--- src/rtl/data_matrix_pc_ras.sv ---
// data_matrix_pc_ras: LC-3 program counter with next-PC mux and an optional
// hardware return-address stack; the stack is built only when PC_RAS_EN is defined.
module data_matrix_pc_ras #(
  parameter int unsigned      WIDTH     = 16,
  parameter logic [WIDTH-1:0] RST_VEC   = WIDTH'(16'h3000),
  parameter int unsigned      RAS_DEPTH = 4
) (
  input  logic             clk,
  input  logic             rst_n,
  input  logic [WIDTH-1:0] bus,
  input  logic [WIDTH-1:0] ea,
  input  logic             ld_pc,
  input  logic [1:0]       pc_sel,
  input  logic             ras_push,
  input  logic             err_clr,
  output logic [WIDTH-1:0] pc,
  output logic [WIDTH-1:0] pc_minus_one,
  output logic [WIDTH-1:0] ras_top,
  output logic             ras_empty,
  output logic             ras_full,
  output logic             ras_ovf,
  output logic             ras_unf
);

  localparam logic [1:0] SEL_INC = 2'b00;
  localparam logic [1:0] SEL_BUS = 2'b01;
  localparam logic [1:0] SEL_EA  = 2'b10;

  logic [WIDTH-1:0] reg_pc_q;
  logic [WIDTH-1:0] reg_pc_d;
  logic [WIDTH-1:0] ret_addr;
  logic             ret_valid;

  // Next-PC select; a return with no stacked address falls back to the bus (R7).
  always_comb begin
    reg_pc_d = reg_pc_q;
    if (ld_pc) begin
      case (pc_sel)
        SEL_INC: reg_pc_d = reg_pc_q + WIDTH'(1);
        SEL_BUS: reg_pc_d = bus;
        SEL_EA:  reg_pc_d = ea;
        default: reg_pc_d = ret_valid ? ret_addr : bus;
      endcase
    end
  end

  always_ff @(posedge clk or negedge rst_n) begin
    if (!rst_n) begin
      reg_pc_q <= RST_VEC;
    end else begin
      reg_pc_q <= reg_pc_d;
    end
  end

  assign pc           = reg_pc_q;
  assign pc_minus_one = reg_pc_q - WIDTH'(1);

`ifdef PC_RAS_EN
  localparam int unsigned PW = $clog2(RAS_DEPTH);
  localparam int unsigned CW = PW + 1;

  logic [WIDTH-1:0] ras_mem_q [RAS_DEPTH];
  logic [PW-1:0]    wp_q;
  logic [PW-1:0]    wp_d;
  logic [PW-1:0]    wp_m1;
  logic [CW-1:0]    cnt_q;
  logic [CW-1:0]    cnt_d;
  logic             ovf_q;
  logic             ovf_d;
  logic             unf_q;
  logic             unf_d;
  logic             wr_en;
  logic [PW-1:0]    wr_idx;
  logic             pop;
  logic             empty;
  logic             full;

  assign pop   = ld_pc & (pc_sel == 2'b11);
  assign wp_m1 = wp_q - PW'(1);
  assign empty = (cnt_q == CW'(0));
  assign full  = (cnt_q == CW'(RAS_DEPTH));

  assign ret_valid = ~empty;
  assign ret_addr  = ras_mem_q[wp_m1];

  // Stack pointer/count update; a set of a sticky flag takes priority over err_clr.
  always_comb begin
    wp_d   = wp_q;
    cnt_d  = cnt_q;
    ovf_d  = ovf_q & ~err_clr;
    unf_d  = unf_q & ~err_clr;
    wr_en  = 1'b0;
    wr_idx = wp_q;
    if (ras_push && pop && !empty) begin
      wr_en  = 1'b1;
      wr_idx = wp_m1;
    end else if (ras_push) begin
      wr_en = 1'b1;
      wp_d  = wp_q + PW'(1);
      if (full) begin
        ovf_d = 1'b1;
      end else begin
        cnt_d = cnt_q + CW'(1);
      end
      if (pop) begin
        unf_d = 1'b1;
      end
    end else if (pop) begin
      if (empty) begin
        unf_d = 1'b1;
      end else begin
        wp_d  = wp_m1;
        cnt_d = cnt_q - CW'(1);
      end
    end
  end

  always_ff @(posedge clk or negedge rst_n) begin
    if (!rst_n) begin
      wp_q  <= '0;
      cnt_q <= '0;
      ovf_q <= 1'b0;
      unf_q <= 1'b0;
    end else begin
      wp_q  <= wp_d;
      cnt_q <= cnt_d;
      ovf_q <= ovf_d;
      unf_q <= unf_d;
    end
  end

  // Entry storage is unreset; it is only ever read while count is non-zero.
  always_ff @(posedge clk) begin
    if (wr_en) begin
      ras_mem_q[wr_idx] <= reg_pc_q;
    end
  end

  assign ras_top   = empty ? '0 : ras_mem_q[wp_m1];
  assign ras_empty = empty;
  assign ras_full  = full;
  assign ras_ovf   = ovf_q;
  assign ras_unf   = unf_q;
`else
  logic unused_ras_inputs;

  assign unused_ras_inputs = ras_push ^ err_clr;
  assign ret_valid = 1'b0;
  assign ret_addr  = '0;
  assign ras_top   = '0;
  assign ras_empty = 1'b1;
  assign ras_full  = 1'b0;
  assign ras_ovf   = 1'b0;
  assign ras_unf   = 1'b0;
`endif

endmodule

--- config.mk ---
export PLATFORM = sky130hd
export DESIGN_NAME = data_matrix_pc_ras
export DESIGN_NICKNAME = d
export VERILOG_FILES = /design/src/rtl/data_matrix_pc_ras.sv
export SDC_FILE = /design/constraint.sdc
export NUM_CORES = 1
export LEC_CHECK = 0
export ABC_AREA = 1
export BUFFER_PORTS_ARGS = -buffer_cell sky130_fd_sc_hd__buf_2
export CELL_PAD_IN_SITES_DETAIL_PLACEMENT = 0
export CELL_PAD_IN_SITES_GLOBAL_PLACEMENT = 1
export CORE_MARGIN = 4
export CORE_UTILIZATION = 27
export CTS_CLUSTER_SIZE = 16
export DETAILED_ROUTE_END_ITERATION = 7
export PLACE_DENSITY_LB_ADDON = 0.1
export SLEW_MARGIN = 0
export SYNTH_ARGS = -nofsm -noshare
export SYNTH_HDL_FRONTEND = slang
export SYNTH_SLANG_ARGS = --single-unit
--- constraint.sdc ---
create_clock -name clk -period 1.45 [get_ports clk]
set_clock_uncertainty 0.15 [all_clocks]
set_input_delay 0.145 -clock clk [delete_from_list [all_inputs] [get_ports clk]]
set_output_delay 0.145 -clock clk [all_outputs]
set_load 0.005 [all_outputs]
==> Implementation_results.wiki <==
{| class="wikitable"
! Metric !! Value
|-
| Number of buffers added by the clock tree synthesis step || 3
|-
| Class of the worst hold path || input pin to flop
|-
| Buffers on Ports || 68
|-
| Count of flip-flops with a built-in enable after synthesis || 0
|-
| Count of endpoints failing hold in the final timing report || 0
|-
| Number of library cell types mapped by synthesis || 33
|-
| DRT Pass-1 Iters || 4
|-
| HPWL after detailed placement || approximately 5100 µm
|-
| Fraction of final layout cells sized beyond drive strength 1 || about half
|-
| TritonCTS clock tree || built
|-
| Largest vdd supply drop || between 0.3 and 0.4 mV
|-
| DRC Markers || 0
|-
| Standard-cell row count || 29
|-
| Dominant cells by area after synthesis || dfrtp_1, nand2_1, buf_4
|-
| PnR worst setup slack || -0.436 ns
|-
| Max frequency || 530 MHz
|-
| Clock tree sinks || 16
|-
| Number of top-level pins || around 90
|-
| Number of violations reported at the end of detailed-routing iteration 0 || 122
|-
| Detailed-route wire length || ~6400 µm
|-
| Instance count along the most critical hold path || 3
|-
| Clock latency on the worst-skew pair || approximately 0.25 ns
|-
| Per-instance average area after synthesis || about 6.4 µm²
|-
| Final Instance Area || around 2900 µm²
|-
| Max-capacitance violation count || 0
|-
| Initial cell density of the core || between 20% and 30%
|-
| RSZ-0062 raised after global routing || true
|-
| Global-route wire length before repair || about 10000 µm
|-
| Netlist Area Pre-Place || 1770 µm²
|-
| Dominant cell type by area after synthesis || dfrtp_1
|-
| Failing checks || negative setup slack
|-
| Number of antenna cells inserted || 0
|-
| Layout-stage area growth over the synthesis result || 62.6%
|-
| Die width || between 80 and 90 µm
|-
| Fraction of registers with async set or reset after synthesis || 100%
|-
| Most frequent cell after synthesis || nand2_1
|-
| Core Util, Final || a little under half
|-
| Routed length per instance || approximately 13 µm
|-
| Prevailing post-synth register cell || dfrtp_1
|-
| Worst Hold Path EP || pc[14]$_DFFE_PN0P_
|-
| Proportion of synthesized chip area in sequential cells || 22.7%
|-
| Cells after synthesis || roughly 280
|-
| CP Data Arrival Time || 1.59 ns
|-
| Overall via count from detail_route || roughly 2,200
|-
| Clock-pin slew on the worst setup and hold paths || approximately 0.070 ns
|-
| Synth warn || 0
|-
| GRT Residual Overflow || 0
|-
| Total routing usage reported by global routing || around 16%
|-
| Vias in the first global route || a little over 2,000
|-
| Max reg flops || 16
|-
| Dpl cells || ~460
|-
| Height of the die || a little under 90 µm
|-
| Filler cell count in the final layout || between 600 and 700
|-
| Flops & latches, synth || 16
|-
| CP Data Required Time || ~1.2 ns
|-
| Library cell used as clock root buffer || clkbuf_8
|-
| Number of levels the H-tree was split into || 1
|-
| Depth of the worst register-to-register path || 9
|-
| Remaining number of nets flagged by the antenna check after routing || 0
|-
| Fraction of the cycle the final worst path needs || 130%
|-
| Post-DP Area || between 2000 and 2500 µm²
|-
| Maximum number of pins on one net before global-route repair || 17
|-
| Nets || roughly 440
|-
| Kind of end point of the critical path || primary output
|-
| Initial antenna violation count || 0
|-
| Startpoint of the most critical register-to-register path || pc[1]$_DFFE_PN0P_
|-
| Core box area || around 6300 µm²
|-
| Total power divided by cell area || around 750 nW/µm²
|-
| Final critical path time including I/O delays and setup || 1.89 ns
|-
| Peak fanout along the critical path || 3
|-
| Routability-driven placement congestion ratio || between 0.8 and 0.9
|-
| Worst reg-to-reg setup slack || -0.24 ns
|-
| Startpoint-to-endpoint class of the critical path || flop to primary output
|-
| Post-synth top cells || nand2_1, nand3_1, inv_1
|-
| Final setup vio count || 30
|-
| Worst reg2reg endpoint || pc[5]$_DFFE_PN0P_
|-
| Post-Layout Cell Count || 474
|-
| Worst setup SP type || flop
|-
| Drt via density || approximately 4.6
|-
| Startpoint of the tightest hold check path || ea[14]
|-
| Max Root-Sink Buffers || 2
|-
| Number of pins exceeding their max-slew limit in the final report || 0
|-
| Leakage component of the power || between 0.001 and 0.0015 µW
|-
| Area of the die || roughly 8000 µm²
|-
| Area fraction of the dominant cell type after synthesis || approximately a fifth
|-
| Result of the run || complete, but fails checks
|}
-- area by class of cell --
type	instances	area, µm²	area share (%)
well taps	77	96.3	3.34
inverters	30	113	3.91
flip-flops and latches	16	404	14.0
repair buffers	128	862	29.9
multi-input cells	219	1350	46.9
clock buffers	4	55.1	1.91
-- worst max-delay path, cell delays in order, from the launching register on --
cell and delay (ns):
dfrtp_2 0.45, inv_2 0.08, ha_4 0.13, inv_2 0.04, nor2_4 0.08, inv_2 0.06
nor2_4 0.12, nand3_2 0.10, xor2_1 0.15, buf_2 0.12
-- per-layer routing --
| metal | vias up | track usage (%) | routed length (µm) |
|---|---|---|---|
| li1 | 1096 | - | - |
| met1 | 994 | 23.4 | 3110 |
| met2 | 65 | 26.2 | 2860 |
| met3 | 8 | 0.829 | 297 |
| met4 | 0 | 4.06 | 101 |
| met5 | - | 0 | 0 |
-- cell usage in the layout, fill, tap and decap left out --
cell           netlist  layout
buf_4               22      44
inv_1               27      21
nand2_1             77      71
nor2_4               4      11
o21ai_0              9       3
nand3_2              2      14
o31ai_1              1       1
nor3_1               1       1
dlygate4sd3_1        0       1
o21ai_2              1       4
xor2_1               9       9
o21ai_1              2       5
nand2_4              0       4
nand2_2              1       3
nor3_4               1       1
dfrtp_1             14      13
nor2_1              22      17
a21oi_1             17      14
a41oi_2              0       3
a22oi_1              2       1
clkbuf_8             0       4
nand4_4              1       1
inv_2                3       9
buf_6                2      17
or2_4                1       1
dfrtp_2              0       1
nand3_1             28      14
a22oi_2              0       1
o211ai_1             1       1
ha_4                 0       2
nand3_4              0       2
buf_2                4      66
dfstp_2              2       2
or2_2                1       1
a22o_1               1       1
a21oi_2              0       3
nor2_2               5       3
conb_1               2      20
nand4_1              7       7
-- cells by family (layout without fill, tap and decap cells) --
group	Yosys count	after routing	synth area share, %
compound gates	37	37	12.1
xor+xnor	9	9	4.45
fa+ha+maj	2	2	1.41
buf+inv	60	162	18.5
flops	16	16	22.7
other cells	2	20	0.424
simple gates	151	151	40.4
-- power breakdown --
group / internal [µW] / total, µW / switching, µW
logic: 562 / 1170 / 604
registers: 508 / 576 / 67.5
clock network: 241 / 412 / 171
total: 1310 / 2150 / 842
-- metrics by stage --
step | hold slack (ns) | worst slack, ns | setup TNS [ns] | power (µW)
floorplan | -0.301 | -0.111 | -0.452 | 1060
global placement | -0.0522 | -0.199 | -2.39 | 1520
detailed placement | -0.0511 | -0.214 | -2.54 | 1520
CTS | 0.0261 | -0.435 | -5.84 | 2000
global route | 0.0249 | -0.504 | -9.02 | 2310
finish | 0.0224 | -0.436 | -6.97 | 2150
-- repair_timing --
item	4_1_cts	5_1_grt
gates resized for setup	20	58
hold buffers	1	0
setup endpoints to repair	28	31
buffers inserted	4	9
pin swaps	7	21
endpoints found under the hold margin	16	0
-- how the worst max path moves through the flow --
stage	slack (ns)	cells after the start	end	from
finish	-0.44	9	pc_minus_one[10]	pc[1]$_DFFE_PN0P_
global route	-0.50	7	pc_minus_one[15]	pc[6]$_DFFE_PN0P_
CTS	-0.43	8	pc_minus_one[15]	pc[0]$_DFFE_PN0P_
detailed placement	-0.21	7	pc_minus_one[15]	pc[7]$_DFFE_PN0P_
global placement	-0.20	7	pc_minus_one[15]	pc[6]$_DFFE_PN0P_
floorplan	-0.11	7	pc_minus_one[10]	pc[2]$_DFFE_PN0P_
Power figures use the tool's default switching activity.
